**config.mk**
```make
export PLATFORM = sky130hd
export DESIGN_NAME = gate_truth_table_sweeper
export DESIGN_NICKNAME = d
export VERILOG_FILES = /design/src/rtl/sweeper_pkg.sv /design/src/rtl/dwell_timer.sv /design/src/rtl/gate_truth_table_sweeper.sv
export SDC_FILE = /design/constraint.sdc
export NUM_CORES = 1
export LEC_CHECK = 0
export ABC_AREA = 1
export CELL_PAD_IN_SITES_DETAIL_PLACEMENT = 1
export CELL_PAD_IN_SITES_GLOBAL_PLACEMENT = 1
export CORE_AREA = 2 2 48 50
export CTS_BUF_LIST = sky130_fd_sc_hd__clkbuf_8 sky130_fd_sc_hd__clkbuf_16
export DETAILED_ROUTE_END_ITERATION = 6
export DIE_AREA = 0 0 50 52
export PLACE_DENSITY = 0.88
export SYNTH_ARGS = -nofsm -noshare
export SYNTH_HDL_FRONTEND = slang
export SYNTH_SLANG_ARGS = --single-unit
```
**constraint.sdc**
```tcl
create_clock -name clk -period 4.6 [get_ports clk]
set_clock_uncertainty 0.15 [all_clocks]
set_input_delay 0.92 -clock clk [delete_from_list [all_inputs] [get_ports clk]]
set_output_delay 0.92 -clock clk [all_outputs]
set_load 0.005 [all_outputs]
```
**src/rtl/sweeper_pkg.sv**
```systemverilog
// Shared types and truth tables for the gate sweeper and its sibling harnesses.
// Table bit i holds the expected gate output for input vector i.
package sweeper_pkg;

    typedef enum logic [1:0] {
        S_IDLE   = 2'd0,
        S_SETTLE = 2'd1,
        S_CHECK  = 2'd2,
        S_DONE   = 2'd3
    } state_t;

    localparam logic [3:0] NAND2_TABLE = 4'b0111;
    localparam logic [3:0] AND2_TABLE  = 4'b1000;
    localparam logic [3:0] OR2_TABLE   = 4'b1110;
    localparam logic [3:0] XOR2_TABLE  = 4'b0110;

endpackage

```
**src/rtl/dwell_timer.sv**
```systemverilog
// Settle-time up-counter: cleared on load, flags the last dwell cycle (count == DWELL-1).
// Counting stops at the terminal value so the counter never wraps.
module dwell_timer #(
    parameter int DWELL = 25
) (
    input  logic clk,
    input  logic reset,
    input  logic i_clear,
    input  logic i_en,
    output logic o_expired
);

    localparam int W = (DWELL > 1) ? $clog2(DWELL) : 1;
    localparam logic [W-1:0] LAST = W'(DWELL - 1);

    logic [W-1:0] r_cnt;

    always_ff @(posedge clk) begin
        if (reset || i_clear) begin
            r_cnt <= '0;
        end else if (i_en && !o_expired) begin
            r_cnt <= r_cnt + 1'b1;
        end
    end

    assign o_expired = (r_cnt == LAST);

endmodule

```
**src/rtl/gate_truth_table_sweeper.sv**
```systemverilog
// Walks every input vector of a combinational gate, holds it DWELL cycles, then
// checks the gate output against EXPECTED and accumulates mismatch results.
module gate_truth_table_sweeper
    import sweeper_pkg::*;
#(
    parameter int                          N_INPUTS = 2,
    parameter int                          DWELL    = 25,
    parameter logic [(1<<N_INPUTS)-1:0]    EXPECTED = NAND2_TABLE
) (
    input  logic                clk,
    input  logic                reset,
    input  logic                start,
    input  logic                gateResult,
    output logic [N_INPUTS-1:0] gateInputs,
    output logic                busy,
    output logic                done,
    output logic                pass,
    output logic [N_INPUTS:0]   failCount,
    output logic [N_INPUTS-1:0] firstFailVector
);

    localparam logic [N_INPUTS-1:0] LAST_VEC = '1;

    state_t                r_state;
    state_t                w_next;
    logic [N_INPUTS-1:0]   r_vector;
    logic [N_INPUTS:0]     r_fail_count;
    logic [N_INPUTS-1:0]   r_first_fail;
    logic                  w_expired;
    logic                  w_launch;
    logic                  w_check;
    logic                  w_mismatch;

    assign w_launch = start && ((r_state == S_IDLE) || (r_state == S_DONE));
    assign w_check  = (r_state == S_CHECK);
    // Case inequality so an X/Z gate output is scored as a mismatch in simulation.
    assign w_mismatch = (gateResult !== EXPECTED[r_vector]);

    dwell_timer #(
        .DWELL(DWELL)
    ) u_dwell (
        .clk      (clk),
        .reset    (reset),
        .i_clear  (w_launch || w_check),
        .i_en     (r_state == S_SETTLE),
        .o_expired(w_expired)
    );

    always_ff @(posedge clk) begin
        if (reset) begin
            r_state <= S_IDLE;
        end else begin
            r_state <= w_next;
        end
    end

    always_comb begin
        w_next = r_state;
        case (r_state)
            S_IDLE, S_DONE: if (start) w_next = S_SETTLE;
            S_SETTLE:       if (w_expired) w_next = S_CHECK;
            S_CHECK:        w_next = (r_vector == LAST_VEC) ? S_DONE : S_SETTLE;
            default:        w_next = S_IDLE;
        endcase
    end

    always_ff @(posedge clk) begin
        if (reset) begin
            r_vector     <= '0;
            r_fail_count <= '0;
            r_first_fail <= '0;
        end else if (w_launch) begin
            r_vector     <= '0;
            r_fail_count <= '0;
            r_first_fail <= '0;
        end else if (w_check) begin
            if (w_mismatch) begin
                r_fail_count <= r_fail_count + 1'b1;
                if (r_fail_count == '0) begin
                    r_first_fail <= r_vector;
                end
            end
            if (r_vector != LAST_VEC) begin
                r_vector <= r_vector + 1'b1;
            end
        end
    end

    assign busy            = (r_state == S_SETTLE) || (r_state == S_CHECK);
    assign done            = (r_state == S_DONE);
    assign pass            = done && (r_fail_count == '0);
    assign gateInputs      = busy ? r_vector : '0;
    assign failCount       = r_fail_count;
    assign firstFailVector = r_first_fail;

endmodule
```
==> flow_summary.ini, run 1 <==
[status]
outcome = completed

[cts]
cts_sinks = 14
postCtsSetupBuffers = 0
numCtsBuffers = 3
cts_tree = built
clock_latency_ns = 0.24
clk_path_buf_depth = 2
holdBufCountCts = 0
cts_max_level = 1
cts-resized-gates = 0
cts-root-buf = clkbuf_8
clkTransAtPathRegs_ns = 0.05

[logic_synthesis]
avgSynthCellArea_sq_um = 7.19
synth_top_family_by_area = simple AND/OR/NAND/NOR gates
synthArstFlopShare_pct = 0
syn_nets = 118
synthDistinctLibCells = 19
synth_cells = 106
synth_xor_area_share_pct = 1.15
synth_seq_cells = 14
synth_compound_area_share_pct = 12.3
synth_edf_count = 0
synthMuxAreaShare_pct = 0
syn_area_sq_um = 762
seq_area_frac_synth_pct = 36.8
synthAdderAreaFrac_pct = 13.1
synth_warnings = 0
synth-simple-area-share_pct = 27.3
ys.flop_type = dfxtp_1

[die]
initial_core_util_pct = 36.2
ios = 14
rows = 17
die_area_sq_um = 2600
core_area_sq_um = 2110
die_w_microns = 50
die_y_microns = 52

[sta]
fin_setup_tns_ns = 0
tightest_slew_ns = 0.346
hold_viol_final = 0
finalCriticalPeriod_ns = 2.76
clock.fmax_mhz = 363
rsz0062_at_grt = false
finalCritPeriodShare_pct = 59.9
maxSlewHeadroom_pct = 77.0
whs_ns = 0.328
finalSetupViolCount = 0
final_max_slew_viol_count = 0
worst_slack_ns = 1.84

[finish]
layout_commonest_cell = nand2_1
ff_latch_area_sq_um = 280
area_growth_pct = 27.1
stdcell_area_sq_um = 968
final_cell_mix = 26 x nand2_1, 17 x inv_1, 14 x dfxtp_1
multi_input_area_sq_um = 410
fillers = 262
nets = 136
n_antenna_cell = 0
layout-drive-gt1-share_pct = 9.02

[worst_setup_path]
r2r_slack_ns = 2.86
critPathRequiredTime_ns = 3.53
crit_path_max_fanout = 4
crit_type = reg2out
cp_top_family = buffers and inverters
cp_cell_sequence = inv_1 > ha_1 > nor2_1 > clkdlybuf4s50_1
critical_path_arrival_ns = 1.69
critPathBufInv = 2
cp-end-kind = output port
critPathLaunchType = flip-flop
critPathMaxStageDelay_ns = 0.52
crit_slowest_cell = clkdlybuf4s50_1

[placed_design]
placed_area_sq_um = 927
portBuffers = 13
place_congestion = 0.700
post-place-ws_ns = 2.09
hpwl_microns = 1420

[global_route]
grt.overflow.total = 0
grt_max_degree = 9
gr-usage-all-layers_pct = 15.3
antenna_found_initial = 0
grt_pass1_vias = 730
grt_pass1_wl_microns = 3040

[pwr]
ir_worst_vdd_v = 0.000199
power_density_nw_per_um2 = 295
leakagePower_nw = 0.395

[detailed_routing]
drtIter0Drc = 4
wl_microns = 1700
route.detailed.drc = 0
post_drt_wl_per_cell_microns = 11.3
vias = 702
vias_per_cell = 4.68
dr.pass1.iters = 3
ant_nets = 0

[flow_run]
drv_cap = 0

[hold_path]
hp-class = reg2reg
logic make-up (layout without fill, tap and decap cells):
family,after synthesis,count (layout)
buffers and inverters,19,35
flip-flops,14,14
adder cells (fa/ha/maj),8,8
AO/OA/AOI/OAI,18,18
AND/OR/NAND/NOR,46,46
XOR/XNOR,1,1
flip-flops by register name (all words and copies together) (netlist names):
name and cells:
r_vector 2, r_state 2, u_dwell.r_cnt 5, failCount 3, firstFailVector 2
area by class of cell:
cell class	count	share of cell area (%)
clock buffers	3	4.26
inverters	19	7.36
multi-input cells	73	42.4
flip-flops and latches	14	28.9
well taps	28	3.62
repair buffers	13	13.4
worst reg2reg max path: stages, from the launching register on:
cell and delay, ns:
dfxtp_1 0.38, inv_1 0.07, ha_1 0.36, a21oi_2 0.34
nand2_1 0.22, a21oi_1 0.16
where the power goes:
group | leakage, nW | switching [mW] | internal (mW)
registers | 0.113 | 0.00489 | 0.126
clock network | 0.0216 | 0.0401 | 0.0578
logic | 0.261 | 0.0327 | 0.0236
total | 0.395 | 0.0777 | 0.208
final timing paths:
kind,start,endpoint,cells past startpoint
max reg2reg,r_state[0],u_dwell.r_cnt[0],5
min reg2reg,u_dwell.r_cnt[4],u_dwell.r_cnt[4],2
min,u_dwell.r_cnt[4],u_dwell.r_cnt[4],2
max,r_state[0],gateInputs[1],4
through the flow:
stage	std cells	total power, mW	utilization, %
after floorplan	106	0.170	-
after global placement	147	0.188	44.0
after detailed placement	147	0.191	44.0
after CTS	150	0.291	46.0
after global routing	150	0.306	46.0
final	150	0.285	46.0
synthesized netlist by cell type, types with 2 or more instances:
| cell | count | area, sq um |
|---|---|---|
| nand2_1 | 26 | 97.6 |
| inv_1 | 17 | 63.8 |
| dfxtp_1 | 14 | 280 |
| a21oi_1 | 11 | 55.1 |
| nor2_1 | 9 | 33.8 |
| ha_1 | 8 | 100 |
| o21ai_0 | 6 | 30.0 |
| inv_2 | 2 | 7.51 |
| nand3_1 | 2 | 10.0 |
| nand4_1 | 2 | 12.5 |
metal layers:
layer | part of all wire, % | global-route usage (%) | up-vias
met5 | 0 | 0 | -
met4 | 1.4 | 5.56 | 0
met3 | 2.6 | 2.59 | 3
met2 | 52 | 30.3 | 11
met1 | 44 | 15.9 | 326
li1 | - | - | 362
Note: power is estimated with default switching activity, not from simulation.
==> run 2, diff against run 1 <==
--- a/config.mk
+++ b/config.mk
@@ -8,11 +8,11 @@
 export ABC_AREA = 1
 export CELL_PAD_IN_SITES_DETAIL_PLACEMENT = 1
 export CELL_PAD_IN_SITES_GLOBAL_PLACEMENT = 1
-export CORE_AREA = 2 2 48 50
+export CORE_AREA = 2 2 52 54
 export CTS_BUF_LIST = sky130_fd_sc_hd__clkbuf_8 sky130_fd_sc_hd__clkbuf_16
 export DETAILED_ROUTE_END_ITERATION = 6
-export DIE_AREA = 0 0 50 52
-export PLACE_DENSITY = 0.88
+export DIE_AREA = 0 0 54 56
+export PLACE_DENSITY = 0.81
 export SYNTH_ARGS = -nofsm -noshare
 export SYNTH_HDL_FRONTEND = slang
 export SYNTH_SLANG_ARGS = --single-unit
==> constraint.sdc (replaced) <==
create_clock -name clk -period 2.4 [get_ports clk]
set_clock_uncertainty 0.15 [all_clocks]
set_input_delay 0.48 -clock clk [delete_from_list [all_inputs] [get_ports clk]]
set_output_delay 0.48 -clock clk [all_outputs]
set_load 0.005 [all_outputs]
==> flow_summary.ini, run 2 (synthesis results as in run 1) <==
[sta]
finalCriticalPeriod_ns = 2.27
whs_ns = 0.332
finalSetupViolCount = 0
fin_setup_tns_ns = 0
hold_viol_final = 0
maxSlewHeadroom_pct = 76.0
rsz0062_at_grt = false
tightest_slew_ns = 0.360
clock.fmax_mhz = 441
final_max_slew_viol_count = 0
finalCritPeriodShare_pct = 94.4

[cts]
clock_latency_ns = 0.24
clkTransAtPathRegs_ns = 0.06
cts_tree = built
cts_sinks = 14
cts_max_level = 1
clk_path_buf_depth = 2
numCtsBuffers = 3
holdBufCountCts = 0
cts-resized-gates = 0
postCtsSetupBuffers = 0
cts-root-buf = clkbuf_8

[placed_design]
portBuffers = 13
place_congestion = 0.784
hpwl_microns = 1410

[worst_setup_path]
crit_type = reg2out
ff2ff_path_depth = 5
critPathLaunchType = flip-flop
cp-end-kind = output port
crit_path_max_fanout = 4
critical_path_arrival_ns = 1.64
critPathRequiredTime_ns = 1.77

[global_route]
gr-usage-all-layers_pct = 13.9
grt_pass1_wl_microns = 3170
grt_util_met2_pct = 25.3
gr-max-usage-layer = met2
grt_max_degree = 9
antenna_found_initial = 0
grt.overflow.total = 0
grt_pass1_vias = 757
use_met3_pct = 2.96
met1_usage_pct = 14.9

[finish]
largest_reg_flops = 5
final_cell_mix = 26 x nand2_1, 17 x inv_1, 14 x dfxtp_1
area_growth_pct = 27.8
n_antenna_cell = 0
layout-drive-gt1-share_pct = 9.84
nets = 136
fillers = 312
top_register = u_dwell.r_cnt
layout_commonest_cell = nand2_1

[die]
ios = 14
core_area_sq_um = 2430
die_y_microns = 56
die_w_microns = 54
die_area_sq_um = 3020
initial_core_util_pct = 31.3
rows = 18

[detailed_routing]
route.detailed.drc = 0
drtIter0Drc = 12
vias = 703
ant_nets = 0
wl_microns = 1770
vias_per_cell = 4.63
post_drt_wl_per_cell_microns = 11.6
dr.pass1.iters = 2

[pwr]
power_density_nw_per_um2 = 567
combPwrFrac_pct = 20.1
pwr-share-clk_pct = 34.4
ir_worst_vdd_v = 0.000365
p_seq_share_pct = 45.5
leakagePower_nw = 0.394
p_int_mw = 0.399
swShare_pct = 27.7
p_sw_mw = 0.153

[flow_run]
drv_cap = 0

[hold_path]
hp-class = reg2reg
holdPathStages = 2

[status]
outcome = completed
-- run 2: final cells by class --
class | count | area (sq um) | share of cell area, %
Clock buffer | 3 | 41.3 | 4.24
Inverter | 19 | 71.3 | 7.33
Tap cell | 30 | 37.5 | 3.86
Multi-Input combinational cell | 73 | 413 | 42.4
Timing Repair Buffer | 13 | 130 | 13.4
Sequential cell | 14 | 280 | 28.8
-- run 2: critical path, stage by stage (launching register included) --
cell and delay [ns]:
dfxtp_1 0.38, inv_1 0.07, ha_2 0.32, nor2_1 0.11, clkdlybuf4s50_1 0.51
-- run 2: layer usage --
metal	share of wire (%)	up-vias	routed length [microns]
met3	2.7	5	47
li1	-	363	-
met2	53	11	933
met5	0	-	0
met1	43	324	758
met4	1.5	0	27
-- run 2: metrics by stage --
stage                     power, mW  setup WS [ns]  util (%)  instances  area (sq um)
after detailed placement      0.369          0.315      38.2        149           930
after global routing          0.587         0.0394      40.0        152           973
after CTS                     0.560         0.0366      39.9        152           971
after global placement        0.361          0.388      38.2        149           930
after floorplan               0.326          0.898         -        106           762
final                         0.552          0.134      40.0        152           973
-- run 2: power by group through the flow --
stage / logic [mW] / registers [mW] / clock network (mW)
3_3_place_gp: 0.106 / 0.255 / 0
3_5_place_dp: 0.113 / 0.256 / 0
2_1_floorplan: 0.0718 / 0.254 / 0
6_report: 0.111 / 0.251 / 0.190
5_1_grt: 0.127 / 0.253 / 0.207
4_1_cts: 0.113 / 0.251 / 0.195
-- run 2: final timing paths --
kind | start | endpoint | slack, ns
worst max-delay path | r_state[0] | gateInputs[0] | 0.13
worst max register to register | r_state[0] | u_dwell.r_cnt[3] | 0.69
worst min-delay path | u_dwell.r_cnt[4] | u_dwell.r_cnt[4] | 0.33
worst min register to register | u_dwell.r_cnt[4] | u_dwell.r_cnt[4] | 0.33
==> run 3, diff against run 2 <==
--- a/config.mk
+++ b/config.mk
@@ -6,13 +6,11 @@
 export NUM_CORES = 1
 export LEC_CHECK = 0
 export ABC_AREA = 1
-export CELL_PAD_IN_SITES_DETAIL_PLACEMENT = 1
-export CELL_PAD_IN_SITES_GLOBAL_PLACEMENT = 1
-export CORE_AREA = 2 2 52 54
+export CORE_AREA = 3 3 48 50
 export CTS_BUF_LIST = sky130_fd_sc_hd__clkbuf_8 sky130_fd_sc_hd__clkbuf_16
 export DETAILED_ROUTE_END_ITERATION = 6
-export DIE_AREA = 0 0 54 56
-export PLACE_DENSITY = 0.81
+export DIE_AREA = 0 0 51 53
+export PLACE_DENSITY = 0.74
 export SYNTH_ARGS = -nofsm -noshare
 export SYNTH_HDL_FRONTEND = slang
 export SYNTH_SLANG_ARGS = --single-unit
==> constraint.sdc (replaced) <==
create_clock -name clk -period 2.4 [get_ports clk]
set_clock_uncertainty 0.15 [all_clocks]
set_input_delay 0.48 -clock clk [delete_from_list [all_inputs] [get_ports clk]]
set_output_delay 0.48 -clock clk [all_outputs]
set_load 0.02 [all_outputs]
==> flow_summary.ini, run 3 (synthesis results as in run 1) <==
[status]
outcome = completed

[worst_setup_path]
critPathMaxStageDelay_ns = 0.61
crit_path_max_fanout = 3
critical_path_arrival_ns = 1.60
crit_type = reg2out
critPathRequiredTime_ns = 1.77
cp_cell_sequence = inv_1 > ha_1 > nand2_1 > nor2_1 > clkdlybuf4s50_1
critPathLaunchType = flip-flop
cp-end-kind = output port
crit_slowest_cell = clkdlybuf4s50_1

[finish]
nets = 136
layout-drive-gt1-share_pct = 9.76
fillers = 194
layout_commonest_cell = nand2_1
instances_no_fill = 150
area_growth_pct = 28.7
top_register = u_dwell.r_cnt
n_antenna_cell = 0
largest_reg_flops = 5
final_cell_mix = 26 x nand2_1, 17 x inv_1, 14 x dfxtp_1

[sta]
tightest_slew_ns = 0.337
final_max_slew_viol_count = 0
finalCriticalPeriod_ns = 2.23
clock.fmax_mhz = 448
fin_setup_tns_ns = 0
hold_viol_final = 0
finalSetupViolCount = 0
finalCritPeriodShare_pct = 93.0
rsz0062_at_grt = false
maxSlewHeadroom_pct = 77.5

[detailed_routing]
dr.pass1.iters = 4
post_drt_wl_per_cell_microns = 10.2
ant_nets = 0
drtIter0Drc = 18
vias = 705
wl_microns = 1530
vias_per_cell = 4.70
route.detailed.drc = 0

[cts]
numCtsBuffers = 3
holdBufCountCts = 0
clk_path_buf_depth = 2
clock_latency_ns = 0.24
clkTransAtPathRegs_ns = 0.06
cts_sinks = 14
cts_tree = built
cts_max_level = 1
cts-root-buf = clkbuf_8
postCtsSetupBuffers = 0

[die]
die_y_microns = 53
rows = 16
core_area_sq_um = 1940
die_w_microns = 51
die_area_sq_um = 2700
initial_core_util_pct = 39.2
ios = 14

[global_route]
grt.overflow.total = 0
antenna_found_initial = 0
grt_pass1_wl_microns = 2660
grt_pass1_vias = 692
grt_max_degree = 9
gr-usage-all-layers_pct = 12.6

[pwr]
leakagePower_nw = 0.425
ir_worst_vdd_v = 0.000357
power_density_nw_per_um2 = 606

[hold_path]
hp-class = reg2reg

[placed_design]
place_congestion = 0.777
portBuffers = 13
hpwl_microns = 1160
dp.cells = 146

[flow_run]
drv_cap = 0
-- run 3: changes by cell type in the layout (fill, tap and decap cells not counted) --
cell,previous run,this run
ha_1,7,8
clkbuf_8,3,4
ha_2,1,0
dlygate4sd2_1,0,2
clkdlybuf4s50_1,13,10
dlymetal6s2s_1,0,1
-- run 3: critical path: cells and delay by family (launching register included) --
kind / cells / cell delay [ns]
adders and majority gates: 1 / 0.14
buffers and inverters: 2 / 0.71
DFF: 1 / 0.33
and+or+nand+nor: 2 / 0.18
-- run 3: cell type report --
type	count	area [sq um]	area share (%)
tap	27	33.8	3.44
clock buffer	4	55.1	5.61
timing repair buffer	13	130	13.3
multi-input combinational	73	410	41.8
sequential	14	280	28.6
inverter	19	71.3	7.27
-- run 3: routing by layer --
metal | wire length (microns) | GRT usage, %
met1 | 709 | 13.8
met2 | 748 | 23.2
met3 | 50 | 2.82
met4 | 19 | 5.38
met5 | 0 | 0
-- run 3: what timing repair did --
action / in CTS / in global routing
endpoints found under the setup margin: 2 / 1
endpoints found under the hold margin: 0 / 0
gates resized for setup: 2 / 1
-- run 3: worst paths after layout --
check	startpoint	endpoint	slack [ns]	cells past startpoint
worst min register to register	u_dwell.r_cnt[4]	u_dwell.r_cnt[4]	0.33	2
worst min-delay path	u_dwell.r_cnt[4]	u_dwell.r_cnt[4]	0.33	2
worst max register to register	r_state[0]	u_dwell.r_cnt[1]	0.70	5
worst max-delay path	failCount[0]	pass	0.17	5
-- run 3: through the flow --
stage | setup WS [ns] | hold WS [ns] | cell area (sq um) | util (%) | total power [mW]
2_1_floorplan | 0.714 | 0.304 | 762 | - | 0.334
3_3_place_gp | 0.298 | 0.315 | 926 | 47.7 | 0.366
3_5_place_dp | 0.267 | 0.326 | 926 | 47.7 | 0.370
4_1_cts | 0.0332 | 0.336 | 978 | 50.4 | 0.597
5_1_grt | 0.0601 | 0.357 | 981 | 50.5 | 0.621
6_report | 0.168 | 0.333 | 981 | 50.5 | 0.594
-- run 3: power by group --
| part | total (mW) | leakage [nW] | switching [mW] | internal [mW] |
|---|---|---|---|---|
| combinational | 0.114 | 0.283 | 0.0701 | 0.0442 |
| sequential | 0.251 | 0.113 | 0.00895 | 0.242 |
| clock | 0.229 | 0.0288 | 0.0839 | 0.145 |
| total | 0.594 | 0.425 | 0.163 | 0.431 |
